## src/rtl/fir_coef_loader.sv

```systemverilog
// Runtime FIR coefficient loader: streams taps into a shadow bank and commits them atomically.
// Optional build macro FIR_COEF_SYMMETRIC_EN loads half the taps and mirrors them on commit.
module fir_coef_loader #(
    parameter int unsigned NTAPS = 5,
    parameter int unsigned TW    = 12
) (
    input  logic                         i_clk,
    input  logic                         i_reset,
    input  logic                         i_coef_valid,
    input  logic [TW-1:0]                i_coef,
    output logic                         o_coef_ready,
    input  logic                         i_commit,
    input  logic                         i_abort,
    output logic [NTAPS*TW-1:0]          o_taps,
    output logic                         o_tap_wr,
    output logic [$clog2(NTAPS+1)-1:0]   o_count,
    output logic                         o_err
);

    localparam int unsigned CW = $clog2(NTAPS + 1);
`ifdef FIR_COEF_SYMMETRIC_EN
    localparam int unsigned NLOAD = (NTAPS + 1) / 2;
`else
    localparam int unsigned NLOAD = NTAPS;
`endif

    localparam logic [1:0] S_IDLE   = 2'd0;
    localparam logic [1:0] S_LOAD   = 2'd1;
    localparam logic [1:0] S_FULL   = 2'd2;
    localparam logic [1:0] S_COMMIT = 2'd3;

    logic [1:0]          state_q, state_d;
    logic [CW-1:0]       count_q, count_d;
    logic                err_q, err_d;
    logic                tap_wr_q, tap_wr_d;
    logic [NTAPS*TW-1:0] taps_q, taps_d;
    logic [TW-1:0]       shadow_q [NLOAD];
    logic [TW-1:0]       shadow_d [NLOAD];
    logic [NTAPS*TW-1:0] taps_img;
    logic                xfer;

    // Tap image presented on commit; taps beyond NLOAD mirror the loaded half.
    for (genvar g = 0; g < NTAPS; g++) begin : g_map
        localparam int unsigned SRC = (g < NLOAD) ? g : (NTAPS - 1 - g);
        assign taps_img[g*TW +: TW] = shadow_q[SRC];
    end

    always_comb begin
        o_coef_ready = !i_reset && ((state_q == S_IDLE) || (state_q == S_LOAD));
    end

    assign xfer = o_coef_ready && i_coef_valid;

    // Next-state and register-update logic; abort overrides everything.
    always_comb begin
        state_d  = state_q;
        count_d  = count_q;
        err_d    = err_q;
        tap_wr_d = 1'b0;
        taps_d   = taps_q;
        shadow_d = shadow_q;
        if (i_abort) begin
            state_d = S_IDLE;
            count_d = '0;
            err_d   = 1'b0;
        end else begin
            case (state_q)
                S_IDLE, S_LOAD: begin
                    if (i_commit) begin
                        err_d = 1'b1;
                    end
                    if (xfer) begin
                        for (int i = 0; i < NLOAD; i++) begin
                            if (count_q == CW'(i)) begin
                                shadow_d[i] = i_coef;
                            end
                        end
                        count_d = count_q + CW'(1);
                        state_d = (count_q == CW'(NLOAD - 1)) ? S_FULL : S_LOAD;
                    end
                end
                S_FULL: begin
                    if (i_commit) begin
                        state_d  = S_COMMIT;
                        taps_d   = taps_img;
                        tap_wr_d = 1'b1;
                    end
                end
                S_COMMIT: begin
                    if (i_commit) begin
                        err_d = 1'b1;
                    end
                    state_d = S_IDLE;
                    count_d = '0;
                end
                default: begin
                    state_d = S_IDLE;
                    count_d = '0;
                end
            endcase
        end
    end

    always_ff @(posedge i_clk) begin
        if (i_reset) begin
            state_q  <= S_IDLE;
            count_q  <= '0;
            err_q    <= 1'b0;
            tap_wr_q <= 1'b0;
            taps_q   <= '0;
            for (int i = 0; i < NLOAD; i++) begin
                shadow_q[i] <= '0;
            end
        end else begin
            state_q  <= state_d;
            count_q  <= count_d;
            err_q    <= err_d;
            tap_wr_q <= tap_wr_d;
            taps_q   <= taps_d;
            shadow_q <= shadow_d;
        end
    end

    assign o_taps   = taps_q;
    assign o_tap_wr = tap_wr_q;
    assign o_count  = count_q;
    assign o_err    = err_q;

endmodule
```

## config.mk

```make
export PLATFORM = sky130hd
export DESIGN_NAME = fir_coef_loader
export DESIGN_NICKNAME = d
export VERILOG_FILES = /design/src/rtl/fir_coef_loader.sv
export SDC_FILE = /design/constraint.sdc
export NUM_CORES = 1
export LEC_CHECK = 0
export ABC_AREA = 1
export CORE_MARGIN = 2
export CORE_UTILIZATION = 30
export DETAILED_ROUTE_END_ITERATION = 16
export SKIP_LAST_GASP = 1
export SYNTH_ARGS = -nofsm -noshare
export SYNTH_HDL_FRONTEND = slang
export SYNTH_SLANG_ARGS = --single-unit
export TNS_END_PERCENT = 30
```

## constraint.sdc

```tcl
create_clock -name i_clk -period 1.68 [get_ports i_clk]
set_input_delay 0.336 -clock i_clk [delete_from_list [all_inputs] [get_ports i_clk]]
set_output_delay 0.336 -clock i_clk [all_outputs]
set_load 0.005 [all_outputs]
```

==> summary.md <==
| Metric | Value |
|---|---|
| IO Pins | 83 |
| Cell with the most instances after synthesis | nand2_1 |
| Layout area overhead | 35.3% |
| Final worst slack | 0.0206 ns |
| Vias/cell | 4.33 |
| Core region area | 16000 um^2 |
| Drt first-iter violations | 231 |
| Count of TritonRoute iterations in the first routing pass | 4 |
| Synth cell types | 18 |
| GR Overflow Total | 0 |
| Maximum clock rate | 0.603 GHz |
| Cell Pwr Density | 1060 nW/um^2 |
| Synth Net Count | 702 |
| Ant diodes | 0 |
| Final RePlAce weighted congestion | 0.762 |
| Initial antenna violation count | 0 |
| Die Y | 132 um |
| Clock-pin slew of the registers on the worst-case setup and hold paths | 0.05 ns |
| Final Cycle Share | 0.988 |
| RSZ-0062 raised after global routing | yes |
| Setup TNS | 0 ns |
| Peak supply drop | 0.000857 V |
| Vias in the first global route | 3981 |
| Yosys top cell area share | 0.515 |
| Area contributors post-synth | dfxtp_1 (51%), nand2_1 (15%), nor2_1 (9.7%), a21oi_1 (6.7%), nand3_1 (6.1%) |
| Gate count of the mapped netlist | 680 |
| Seq/Total Area, Yosys | 0.515 |
| Share of layout cells above drive strength 1 | 0.0755 |
| Synthesized area per cell | 7.26 um^2 |
| Crit path buffers/inverters | 1 |
| Largest net degree at the start of global routing | 61 |
| Data required, critical path | 1.34 ns |
| Leakage | 2.65 nW |
| Fin. Hold Viols | 0 |
| EDFF count, synth | 0 |
| Crit path max fanout | 4 |
| Yosys reg bits | 127 |
| Max-slew headroom | 0.748 |
| Crit Path Class | reg -> out |
| Crit-path slowest cell | clkdlybuf4s50_1 |
| Hold-fix buffers, CTS | 0 |
| Startpoint types | register |
| Number of max-cap violations | 0 |
| Most common library cells after synthesis | nand2_1 (192), dfxtp_1 (127), nor2_1 (127) |
| Wire per inst | 12.6 um |
| Worst Hold Class | reg -> reg |
| Critical path's top delay family | buffers and inverters |
| Asr flop ratio synth | 0 |
| Layout Utilization | 0.418 |
| Port Buffers | 82 |
| Nets | 778 |
| Post-Place Worst Slack | -0.0220 ns |
| Endpoints failing setup | 0 |
| CTS root buf | clkbuf_16 |
| Cell Chain, Critical Path | clkdlybuf4s50_1 |
| H-tree depth | 4 |
| CTS tree | yes |
| Least-Margin Pin Slew | 0.378 ns |
| Final Instance Area | 6680 um^2 |
| Chip width | 132 um |
| CP arrival | 1.32 ns |
| CTS buffer count | 17 |
| Status | finished, final reports clean |
| Resized Gates After CTS | 3 |
| Starting Density | 0.309 |
| Die area | 17500 um^2 |
| Synthesized area | 4940 um^2 |
| Final wirelength | 12400 um |
| Skew-Pair Late Insertion Delay | 0.41 ns |
| Placed inst area | 6070 um^2 |
| DR vias | 4261 |
| GRT Util Overall | 0.146 |
| Post-DRT Antenna Nets | 0 |
| Final slew viol count | 0 |
| Top FF cell, synth | dfxtp_1 |
| Final HPWL DP | 8110 um |
| First-pass GRT wire length | 20600 um |
| Longest Clk Path Bufs | 2 |
| Setup bufs post-CTS | 0 |
| Largest stage delay, worst path | 0.52 ns |
| Minimum clock period | 1.66 ns |
| Final non-filler cell total | 984 |
| Cell Rows | 46 |
| Inst Count DP | 953 |
| DRC Markers | 0 |
| Clock sink total | 127 |
| Critical path endpoint category | output port |
| Yosys top cell by area | dfxtp_1 |
| Clk_skew | 0.0189 ns |
| Ys Warns | 0 |
| Fillers | 1666 |
-- power by group --
group | internal [W] | switching, W | leakage [nW]
Combinational | 0.000108 | 0.000186 | 1.33
Clock | 0.00243 | 0.00130 | 0.297
Sequential | 0.00304 | 0.0000164 | 1.03
-- placed cells by master (no fill, tap or decap), types with 2 or more instances in the layout --
| cell type | n |
|---|---|
| nor2_1 | 127 |
| nand4_1 | 2 |
| a21oi_1 | 66 |
| bufinv_16 | 3 |
| clkinv_2 | 5 |
| nor2_4 | 5 |
| inv_1 | 47 |
| nand3_1 | 60 |
| nor3_1 | 2 |
| clkbuf_8 | 3 |
| clkinvlp_4 | 2 |
| o21ai_0 | 3 |
| clkdlybuf4s50_1 | 80 |
| ha_1 | 5 |
| buf_4 | 5 |
| nand2_1 | 191 |
| dfxtp_1 | 125 |
| buf_12 | 11 |
| clkbuf_16 | 17 |
-- registers in the layout, summed over array words and instances, names as in the netlist --
name / cells
shadow_q: 60
state_q: 2
o_count: 3
o_tap_wr: 1
o_err: 1
o_taps: 60
-- layer usage --
layer | global-route usage | share of wire
met3 | 0.0481 | 0.055
met4 | 0.0532 | 0.0097
met5 | 0 | 0
met1 | 0.194 | 0.49
met2 | 0.222 | 0.45
-- through the flow --
step           total power, W  hold WS (ns)
2_1_floorplan         0.00328         0.456
3_3_place_gp          0.00342         0.451
3_5_place_dp          0.00342         0.451
4_1_cts               0.00715         0.454
5_1_grt               0.00732         0.478
6_report              0.00707         0.456
-- logic make-up after synthesis --
logic type	count (synthesis)	share of synthesized area
buffers and inverters	90	0.0808
AND/OR/NAND/NOR	389	0.322
adder cells (fa/ha/maj)	5	0.0127
flip-flops	127	0.515
AO/OA/AOI/OAI	69	0.0699
-- cell type report --
| type | instances | area, um^2 | area share |
|---|---|---|---|
| Clock buffer | 20 | 467 | 0.0698 |
| Clock inverter | 11 | 139 | 0.0208 |
| Inverter | 49 | 184 | 0.0275 |
| Multi-Input combinational cell | 463 | 2000 | 0.300 |
| Sequential cell | 127 | 2550 | 0.381 |
| Tap cell | 216 | 270 | 0.0404 |
| Timing Repair Buffer | 98 | 1070 | 0.160 |
-- final timing paths --
kind                                start                       end  slack (ns)  cells after the start
setup / recovery  o_count[0]$_SDFFE_PP0P_                o_count[0]        0.02                      1
hold / removal    o_taps[10]$_SDFFE_PP0P_   o_taps[10]$_SDFFE_PP0P_        0.46                      2
setup reg to reg  o_count[0]$_SDFFE_PP0P_  shadow_q[5]$_SDFFE_PP0P_        0.19                      8
hold reg to reg   o_taps[10]$_SDFFE_PP0P_   o_taps[10]$_SDFFE_PP0P_        0.46                      2
Note: power is estimated with default switching activity, not from simulation.
==> variant, RTL diff (config.mk and constraints unchanged) <==
The option `FIR_COEF_SYMMETRIC_EN` is turned on by a define.
--- a/src/rtl/fir_coef_loader.sv
+++ b/src/rtl/fir_coef_loader.sv
@@ -1,4 +1,6 @@
 // Runtime FIR coefficient loader: streams taps into a shadow bank and commits them atomically.
 // Optional build macro FIR_COEF_SYMMETRIC_EN loads half the taps and mirrors them on commit.
+`define FIR_COEF_SYMMETRIC_EN
+
 module fir_coef_loader #(
     parameter int unsigned NTAPS = 5,
Behaviour: not the same (Yosys sat finds a counterexample within 4 cycles, from zero or initial values and one cycle with i_reset high).
==> variant against the unedited design <==
Cell area fell by 35%; clock power shrank 63%; count of clock-buffer cells in the layout decreased by 7; combinational power down 22%; sequential cell count is 48 lower; die area shrank 31%; synthesized area is 32% lower; worst setup slack better by 0.049 ns; total power down 50%; register-to-register slack improved by 0.10 ns; wire length shrank 40%; highest routed layer unchanged; clock skew fell by 0.0089 ns.
==> variant: results (changes against the unedited design) <==
ANT cells = 0 (unchanged)
Fillers = 1,179 (-29%)
root buf cell = clkbuf_8
f_max = 0.621 GHz (+3.1%)
FF-to-FF setup slack = 0.29 ns (+0.10 ns)
Synth Warn # = 0 (unchanged)
final wirelength = 7410 um (-40%)
vias in the first global route = 2,591 (-35%)
Final Hold Slack = 0.465 ns (+0.00953 ns)
syn_nets = 459 (-35%)
dpl hpwl = 5370 um (-34%)
most frequent cells after synthesis = nand2_1, dfxtp_1, nor2_1, a21oi_1, nand3_1
worst vdd ir = 0.385 mV (-55%)
nets = 521 (-33%)
status = finished clean
worst skew pair latency = 0.34 ns (-0.07 ns)
sequential-to-total area share from yosys stat = 0.473 (-0.0423)
crit-path max FO = 5 (+1)
Port Buffers = 82 (unchanged)
Distinct cells, synth = 21 (+3)
total CTS buffers = 9 (-8)
CTS max path bufs = 2 (unchanged)
CP delay by family, top = buffers and inverters
async set-or-reset flop fraction in the synthesized netlist = 0 (unchanged)
Iter 0 DRT Violations = 124 (-46%)
total track usage = 0.132 (-0.0143)
Worst-path clk slew = 0.08 ns (+0.03 ns)
H-Tree Depth = 3 (-1)
Pre-Repair DR Iteration Count = 4 (unchanged)
pre-CTS setup slack = -0.0994 ns (-0.0774 ns)
gp weighted congestion = 0.788 (+3.4%)
Worst Path Arrival = 1.27 ns (-0.05 ns)
antenna violations before repair = 0 (unchanged)
slew at the pin closest to its max-slew limit = 0.380 ns (+0.00144 ns)
DP Area = 4130 sq um (-32%)
Worst Hold Class = reg -> reg
largest cells by area after synthesis = dfxtp_1, nand2_1, nor2_1, a21oi_1, nand3_1
via count = 2,818 (-34%)
slowest cell on the critical path = clkdlybuf4s50_1
Pleak = 1.62 nW (-39%)
Crit path largest cell delay = 0.53 ns
fraction of layout cells with a size suffix above 1 = 0.0772 (+0.00171)
first-pass GRT wire length = 12,400 um (-40%)
largest net degree at the start of global routing = 38 (-38%)
Fin Clk Skew = 0.00994 ns (-0.00893 ns)
-- variant: cells by family after synthesis --
logic type               count (synthesis)  share of synthesized area
flip-flops                              79                      0.473
AND/OR/NAND/NOR                        246                      0.309
adder cells (fa/ha/maj)                  4                     0.0150
AO/OA/AOI/OAI                           41                     0.0632
buffers and inverters                   68                      0.140
-- variant: repair_timing --
action	4_1_cts	5_1_grt
endpoints found under the hold margin	0	0
gates resized for setup	4	0
endpoints found under the setup margin	1	0
setup buffers	0	0
-- variant: stage by stage --
| step | power, W | instances | setup TNS, ns |
|---|---|---|---|
| 2_1_floorplan | 0.00209 | 438 | 0 |
| 6_report | 0.00353 | 645 | 0 |
| 5_1_grt | 0.00368 | 645 | 0 |
| 3_3_place_gp | 0.00218 | 629 | -2.15 |
| 3_5_place_dp | 0.00219 | 629 | -3.21 |
| 4_1_cts | 0.00356 | 645 | 0 |
-- variant: report_power, final --
group,leakage (nW),internal [W],total [W],switching (W)
registers,0.639,0.00189,0.00191,0.0000132
logic,0.883,0.0000998,0.000230,0.000130
clock network,0.0936,0.000728,0.00139,0.000663
-- variant: final timing paths --
kind / startpoint / to / cells after the start
max: o_count[0] / o_count[0] / 1
min: o_taps[33] / o_taps[33] / 2
max reg2reg: state_q[0] / o_taps[50] / 6
min reg2reg: o_taps[33] / o_taps[33] / 2
-- variant: final cells by class --
class                      count  area (sq um)  area share
sequential                    79          1590       0.366
multi-input combinational    291          1300       0.300
timing repair buffer          97           993       0.230
tap                          140           175      0.0405
clock buffer                  13           149      0.0344
inverter                      22          85.1      0.0197
clock inverter                 3          42.5     0.00983
-- variant: layer usage --
layer / track usage / wire (um) / vias up
met3: 0.0320 / 380 / 8
met1: 0.172 / 3400 / 1278
li1: - / - / 1468
met2: 0.213 / 3540 / 64
met4: 0.0461 / 80 / 0
met5: 0 / 0 / -
